`src/rtl/mem_port_arb_if.sv`:
```
// Bundle of the arbiter's request/response and memory-side signals.
//   slave  : arbiter view (takes fetch/data requests, drives memory side)
//   master : environment view (requesters + memory model)
interface mem_port_arb_if #(
  parameter int unsigned N = 16
);
  // fetch port
  logic         i_req;
  logic [N-1:0] i_addr;
  logic         i_done;
  logic [N-1:0] i_rdata;
  // data port
  logic         d_req;
  logic         d_wr;
  logic [N-1:0] d_addr;
  logic [N-1:0] d_wdata;
  logic         d_done;
  logic [N-1:0] d_rdata;
  // memory side
  logic         mem_en;
  logic         mem_wr;
  logic [N-1:0] mem_addr;
  logic [N-1:0] mem_wdata;
  logic [N-1:0] mem_rdata;
  logic         mem_done;
  // status
  logic         err;

  modport slave (
    input  i_req, i_addr, d_req, d_wr, d_addr, d_wdata, mem_rdata, mem_done,
    output i_done, i_rdata, d_done, d_rdata, mem_en, mem_wr, mem_addr,
           mem_wdata, err
  );

  modport master (
    output i_req, i_addr, d_req, d_wr, d_addr, d_wdata, mem_rdata, mem_done,
    input  i_done, i_rdata, d_done, d_rdata, mem_en, mem_wr, mem_addr,
           mem_wdata, err
  );
endinterface

```
`src/rtl/mem_port_arb.sv`:
```
// Two-port (fetch / data) arbiter in front of a single memory port.
// One transaction at a time, round-robin on contention, timeout with a
// sticky error flag.
// Ports:
//   clk   : clock, rising edge
//   rst_n : asynchronous active-low reset
//   bus   : mem_port_arb_if.slave -- fetch/data request ports, memory
//           issue/response signals and err.
// i_done/d_done and i_rdata/d_rdata are combinational responses to
// mem_done (or the timeout) in the busy state; all memory-side outputs
// and err are registered.
module mem_port_arb #(
  parameter int unsigned N       = 16,
  parameter int unsigned TIMEOUT = 15
) (
  input  logic          clk,
  input  logic          rst_n,
  mem_port_arb_if.slave bus
);

  localparam int unsigned CW = 8;
  localparam logic [CW-1:0] TO_VAL = CW'(TIMEOUT);

  typedef enum logic [1:0] {
    IDLE   = 2'd0,
    BUSY_I = 2'd1,
    BUSY_D = 2'd2
  } state_t;

  state_t        state_q, state_d;
  logic          mem_en_q, mem_en_d;
  logic          mem_wr_q, mem_wr_d;
  logic [N-1:0]  addr_q, addr_d;
  logic [N-1:0]  wdata_q, wdata_d;
  logic [CW-1:0] cnt_q, cnt_d;
  logic          err_q, err_d;
  logic          last_d_q, last_d_d;  // 1: last grant went to the data port
  logic          hit_to_c;
  logic          i_done_c, d_done_c;
  logic [N-1:0]  i_rdata_c, d_rdata_c;

  // State and datapath registers
  always_ff @(posedge clk or negedge rst_n) begin
    if (!rst_n) begin
      state_q  <= IDLE;
      mem_en_q <= 1'b0;
      mem_wr_q <= 1'b0;
      addr_q   <= '0;
      wdata_q  <= '0;
      cnt_q    <= '0;
      err_q    <= 1'b0;
      last_d_q <= 1'b0;
    end else begin
      state_q  <= state_d;
      mem_en_q <= mem_en_d;
      mem_wr_q <= mem_wr_d;
      addr_q   <= addr_d;
      wdata_q  <= wdata_d;
      cnt_q    <= cnt_d;
      err_q    <= err_d;
      last_d_q <= last_d_d;
    end
  end

  // Next state, register updates and combinational completion
  always_comb begin
    state_d   = state_q;
    mem_en_d  = 1'b0;
    mem_wr_d  = mem_wr_q;
    addr_d    = addr_q;
    wdata_d   = wdata_q;
    cnt_d     = cnt_q;
    err_d     = err_q;
    last_d_d  = last_d_q;
    i_done_c  = 1'b0;
    d_done_c  = 1'b0;
    i_rdata_c = '0;
    d_rdata_c = '0;
    hit_to_c  = (cnt_q == TO_VAL);

    case (state_q)
      IDLE: begin
        // data wins unless fetch is also waiting and data had the last turn
        if (bus.d_req && (!bus.i_req || !last_d_q)) begin
          mem_en_d = 1'b1;
          mem_wr_d = bus.d_wr;
          addr_d   = bus.d_addr;
          wdata_d  = bus.d_wdata;
          cnt_d    = '0;
          last_d_d = 1'b1;
          state_d  = BUSY_D;
        end else if (bus.i_req) begin
          mem_en_d = 1'b1;
          mem_wr_d = 1'b0;
          addr_d   = bus.i_addr;
          wdata_d  = '0;
          cnt_d    = '0;
          last_d_d = 1'b0;
          state_d  = BUSY_I;
        end
      end

      BUSY_I: begin
        // mem_done takes priority over a coincident timeout
        if (bus.mem_done) begin
          i_done_c  = 1'b1;
          i_rdata_c = bus.mem_rdata;
          state_d   = IDLE;
        end else if (hit_to_c) begin
          i_done_c = 1'b1;
          err_d    = 1'b1;
          state_d  = IDLE;
        end else begin
          cnt_d = cnt_q + CW'(1);
        end
      end

      BUSY_D: begin
        if (bus.mem_done) begin
          d_done_c  = 1'b1;
          d_rdata_c = mem_wr_q ? '0 : bus.mem_rdata;
          state_d   = IDLE;
        end else if (hit_to_c) begin
          d_done_c = 1'b1;
          err_d    = 1'b1;
          state_d  = IDLE;
        end else begin
          cnt_d = cnt_q + CW'(1);
        end
      end

      default: state_d = IDLE;
    endcase
  end

  assign bus.mem_en    = mem_en_q;
  assign bus.mem_wr    = mem_wr_q;
  assign bus.mem_addr  = addr_q;
  assign bus.mem_wdata = wdata_q;
  assign bus.err       = err_q;
  assign bus.i_done    = i_done_c;
  assign bus.i_rdata   = i_rdata_c;
  assign bus.d_done    = d_done_c;
  assign bus.d_rdata   = d_rdata_c;

endmodule

```
`src/flat_wrapper.sv`:
```
// flat-port wrapper written by rule: the top's interface ports become plain ports
module mem_port_arb_flat 
#(
  parameter int unsigned N       = 16,
  parameter int unsigned TIMEOUT = 15
)
  (clk, rst_n, bus_i_req, bus_i_addr, bus_d_req, bus_d_wr, bus_d_addr, bus_d_wdata, bus_mem_rdata, bus_mem_done, bus_i_done, bus_i_rdata, bus_d_done, bus_d_rdata, bus_mem_en, bus_mem_wr, bus_mem_addr, bus_mem_wdata, bus_err);
  mem_port_arb_if #(.N(N)) bus_i ();
  input  logic clk;
  input  logic rst_n;
  input wire logic [$bits(bus_i.i_req)-1:0] bus_i_req;
  input wire logic [$bits(bus_i.i_addr)-1:0] bus_i_addr;
  input wire logic [$bits(bus_i.d_req)-1:0] bus_d_req;
  input wire logic [$bits(bus_i.d_wr)-1:0] bus_d_wr;
  input wire logic [$bits(bus_i.d_addr)-1:0] bus_d_addr;
  input wire logic [$bits(bus_i.d_wdata)-1:0] bus_d_wdata;
  input wire logic [$bits(bus_i.mem_rdata)-1:0] bus_mem_rdata;
  input wire logic [$bits(bus_i.mem_done)-1:0] bus_mem_done;
  output wire logic [$bits(bus_i.i_done)-1:0] bus_i_done;
  output wire logic [$bits(bus_i.i_rdata)-1:0] bus_i_rdata;
  output wire logic [$bits(bus_i.d_done)-1:0] bus_d_done;
  output wire logic [$bits(bus_i.d_rdata)-1:0] bus_d_rdata;
  output wire logic [$bits(bus_i.mem_en)-1:0] bus_mem_en;
  output wire logic [$bits(bus_i.mem_wr)-1:0] bus_mem_wr;
  output wire logic [$bits(bus_i.mem_addr)-1:0] bus_mem_addr;
  output wire logic [$bits(bus_i.mem_wdata)-1:0] bus_mem_wdata;
  output wire logic [$bits(bus_i.err)-1:0] bus_err;
  assign bus_i.i_req = bus_i_req;
  assign bus_i.i_addr = bus_i_addr;
  assign bus_i.d_req = bus_d_req;
  assign bus_i.d_wr = bus_d_wr;
  assign bus_i.d_addr = bus_d_addr;
  assign bus_i.d_wdata = bus_d_wdata;
  assign bus_i.mem_rdata = bus_mem_rdata;
  assign bus_i.mem_done = bus_mem_done;
  assign bus_i_done = bus_i.i_done;
  assign bus_i_rdata = bus_i.i_rdata;
  assign bus_d_done = bus_i.d_done;
  assign bus_d_rdata = bus_i.d_rdata;
  assign bus_mem_en = bus_i.mem_en;
  assign bus_mem_wr = bus_i.mem_wr;
  assign bus_mem_addr = bus_i.mem_addr;
  assign bus_mem_wdata = bus_i.mem_wdata;
  assign bus_err = bus_i.err;
  mem_port_arb #(.N(N), .TIMEOUT(TIMEOUT)) u_core (.clk(clk), .rst_n(rst_n), .bus(bus_i));
endmodule
```
`config.mk`:
```
export PLATFORM = sky130hd
export DESIGN_NAME = mem_port_arb_flat
export DESIGN_NICKNAME = d
export VERILOG_FILES = /design/src/rtl/mem_port_arb_if.sv /design/src/rtl/mem_port_arb.sv /design/src/flat_wrapper.sv
export SDC_FILE = /design/constraint.sdc
export NUM_CORES = 1
export LEC_CHECK = 0
export ABC_AREA = 1
export CORE_ASPECT_RATIO = 1.25
export CORE_MARGIN = 8
export CORE_UTILIZATION = 35
export DETAILED_ROUTE_END_ITERATION = 10
export GPL_TIMING_DRIVEN = 0
export PLACE_DENSITY = 0.77
export SLEW_MARGIN = 20
export SYNTH_ARGS = -nofsm -noshare
export SYNTH_HDL_FRONTEND = slang
export SYNTH_SLANG_ARGS = --single-unit
export TNS_END_PERCENT = 1
```
`constraint.sdc`:
```
create_clock -name clk -period 1.5 [get_ports clk]
set_input_delay 0.15 -clock clk [delete_from_list [all_inputs] [get_ports clk]]
set_output_delay 0.15 -clock clk [all_outputs]
set_load 0.03 [all_outputs]
```
==> run metrics <==
CTS H-Tree Depth=2; Slew Viols, Final=0; die span in x=roughly 90 µm; clk sink count=46; VDD IR max=around 950 µV; layout cells sized above 1=28.57%; fin nets=556; WP buf/inv=4; crit share post-route=110.1%; synthesized area=2472 µm²; Critical-path top delay cell=dfrtp_1; Final Non-Filler Cells=573; Setup Skew=between 0.004 and 0.005 ns; Synthesis Warnings=0; Critical Path RT=1.35 ns; max frequency=a little over 600 MHz; worst flop-to-flop path endpoint=u_core.cnt_q[3]; outcome=finished with violations; Pre-antenna DRT Iters=4; Die ar.=roughly 10000 µm²; Max-Cap Viols=0; most frequent CP cell=buf_4; Detailed Route WL=9.294 mm; Layout Utilization=67.01%; worst skew pair latency=0.29 ns; Worst-path clk slew=around 0.090 ns; Die Ht=110.0 µm; sw frac=47.47%; clock power share=9.7%; post-route ant nets=0; crit-path max FO=6; largest net degree at the start of global routing=27; pwr dens=1755 nW/µm²; Overflow after GRT=0; RePlAce Congestion=0.7842; gate count of the mapped netlist=320; r2r startpoint=u_core.state_q[0]; TritonCTS buffer count=5; path depth of the worst reg2reg path=8; CP Launch Type=flip-flop; Internal=0.004258 W; # IOs=~140; Mean Syn Cell Area=between 7 and 8 µm²; kind of critical path=flip-flop to primary output; #FFs+latches synth=46; RSZ-0062 raised after global routing=true; vias=2839; R2R Setup Slk=-0.09 ns; n_diodes=0; slew margin rel.=roughly 64%; fillers=591; crit-path max cell delay=0.40 ns; CTS tree=yes; post-synth cell types=27; I/O Buffers=138; placed inst area=4026 µm²; final setup margin=-0.1512 ns; register area share after synthesis=46.56%; CTS max path bufs=2; Lkg Pwr=2.381 nW; most frequent cells in the layout=nand2_1 (76), clkdlybuf4s50_1 (67), dfrtp_1 (44); Final setup viols=42; total track usage=17.73%; global-route wire length before repair=14.48 mm; worst path cell trace=buf_6 -> ha_4 -> clkinv_8 -> buf_4 -> nor3_2 -> buf_4; Core Region=6892 µm²; average routed wire per standard cell=between 15 and 20 µm; Seq pwr share=24.9%; Hold Crit Class=input pin to asynchronous set/reset pin; DRC=0; final instance area=4618 µm²; Post-Place Cells=roughly 550; failing checks=setup timing; Hold Fails Final Rpt=0; Via density=roughly 5.0; CP top delay family=buffers and inverters; detailed placer's ending HPWL=6.618 mm; Starting Density=35.88%; DRT iter0 DRCs=107; WP data arrival=about 1.5 ns; root buffer cell=clkbuf_8; Cell Rows=34; Comb pwr share=65.5%; initial antenna violation count=0; crit path capture type=primary output; most common cell after layout, fill and taps aside=nand2_1; syn_nets=394; vias in the first global route=2989; crit path time final=1.651 ns; Worst Max-Slew Pin Slew=0.5380 ns; Psw=between 0.003 and 0.004 W; post-route setup TNS=-4.143 ns; Layout area overhead=86.79%
what timing repair did:
action / 4_1_cts / 5_1_grt
pin swaps: 7 / 8
hold endpoints to repair: 20 / 0
setup buffers: 9 / 4
cloned: 2 / 0
gates resized for setup: 285 / 77
hold buffers: 1 / 0
setup endpoints to repair: 70 / 100
cells by family after synthesis:
kind of cell	Yosys count	synth area share, %
simple gates	174	31.83
compound gates	48	11.24
buf+inv	48	8.350
flops	46	46.56
fa+ha+maj	4	2.024
state kept, by name (all words and copies together) (netlist names):
signal	count
u_core.bus.err	1
u_core.bus.mem_addr	16
u_core.bus.mem_en	1
u_core.bus.mem_wdata	16
u_core.bus.mem_wr	1
u_core.cnt_q	8
u_core.last_d_q	1
u_core.state_q	2
power groups by stage:
stage / combinational (W) / sequential, W / clock [W]
after global routing: 0.00566 / 0.00207 / 0.000878
final: 0.00531 / 0.00201 / 0.000786
after CTS: 0.00509 / 0.00201 / 0.000806
after global placement: 0.00457 / 0.00204 / 0
after detailed placement: 0.00463 / 0.00205 / 0
after floorplan: 0.00193 / 0.00289 / 0
cell usage after synthesis, drive strengths merged:
master	instances	area, µm²
nand3b	1	7.510
dfrtp	46	1151
o21ai	29	152.7
or2	1	6.260
nand4	1	12.51
nand2	82	317.8
ha	4	50.05
nand3	27	147.6
a21oi	1	8.760
a31oi	16	100.1
o21bai	1	7.510
clkbuf	6	22.52
a31o	1	8.760
nor2	30	135.1
nor3	32	160.2
clkinv	2	7.510
buf	12	71.31
inv	28	105.1
worst max path at each step:
stage | start | endpoint | slack [ns] | cells past startpoint
6_report | u_core.state_q[0] | bus_i_rdata[3] | -0.15 | 6
5_1_grt | u_core.state_q[0] | bus_i_rdata[8] | -0.22 | 6
4_1_cts | u_core.state_q[0] | bus_i_rdata[9] | -0.17 | 6
3_5_place_dp | bus_mem_done | bus_i_rdata[4] | -0.81 | 5
3_3_place_gp | rst_n | u_core.bus.mem_addr[4] | -1.07 | 1
2_1_floorplan | u_core.state_q[0] | bus_d_rdata[10] | -0.25 | 5
cell type report:
cell class	count	area, µm²	share of cell area (%)
repair buffers	155	1570	34.00
multi-input cells	226	1404	30.40
flip-flops and latches	46	1154	24.98
plain buffers	18	160.2	3.468
inverters	30	126.4	2.736
well taps	90	112.6	2.438
clock buffers	7	86.33	1.869
clock inverters	1	5.005	0.1084
stage by stage:
step                      hold slack (ns)  setup WS, ns  total power, W
after detailed placement           0.1640       -0.8123        0.006681
after floorplan                   -0.1456       -0.2502        0.004820
after global routing               0.3854       -0.2231        0.008610
after CTS                          0.3775       -0.1658        0.007914
after global placement             0.4530        -1.065        0.006604
final                              0.3624       -0.1512        0.008107
metal layers:
layer  up-vias  GRT usage [%]  share of wire [%]
met4         0          4.807                1.3
met2       105          32.14                 52
met3         9          5.014                6.2
met1      1348          20.06                 41
met5         -              0                  0
li1       1377              -                  -
No activity file was read; power rests on OpenSTA's default activity.
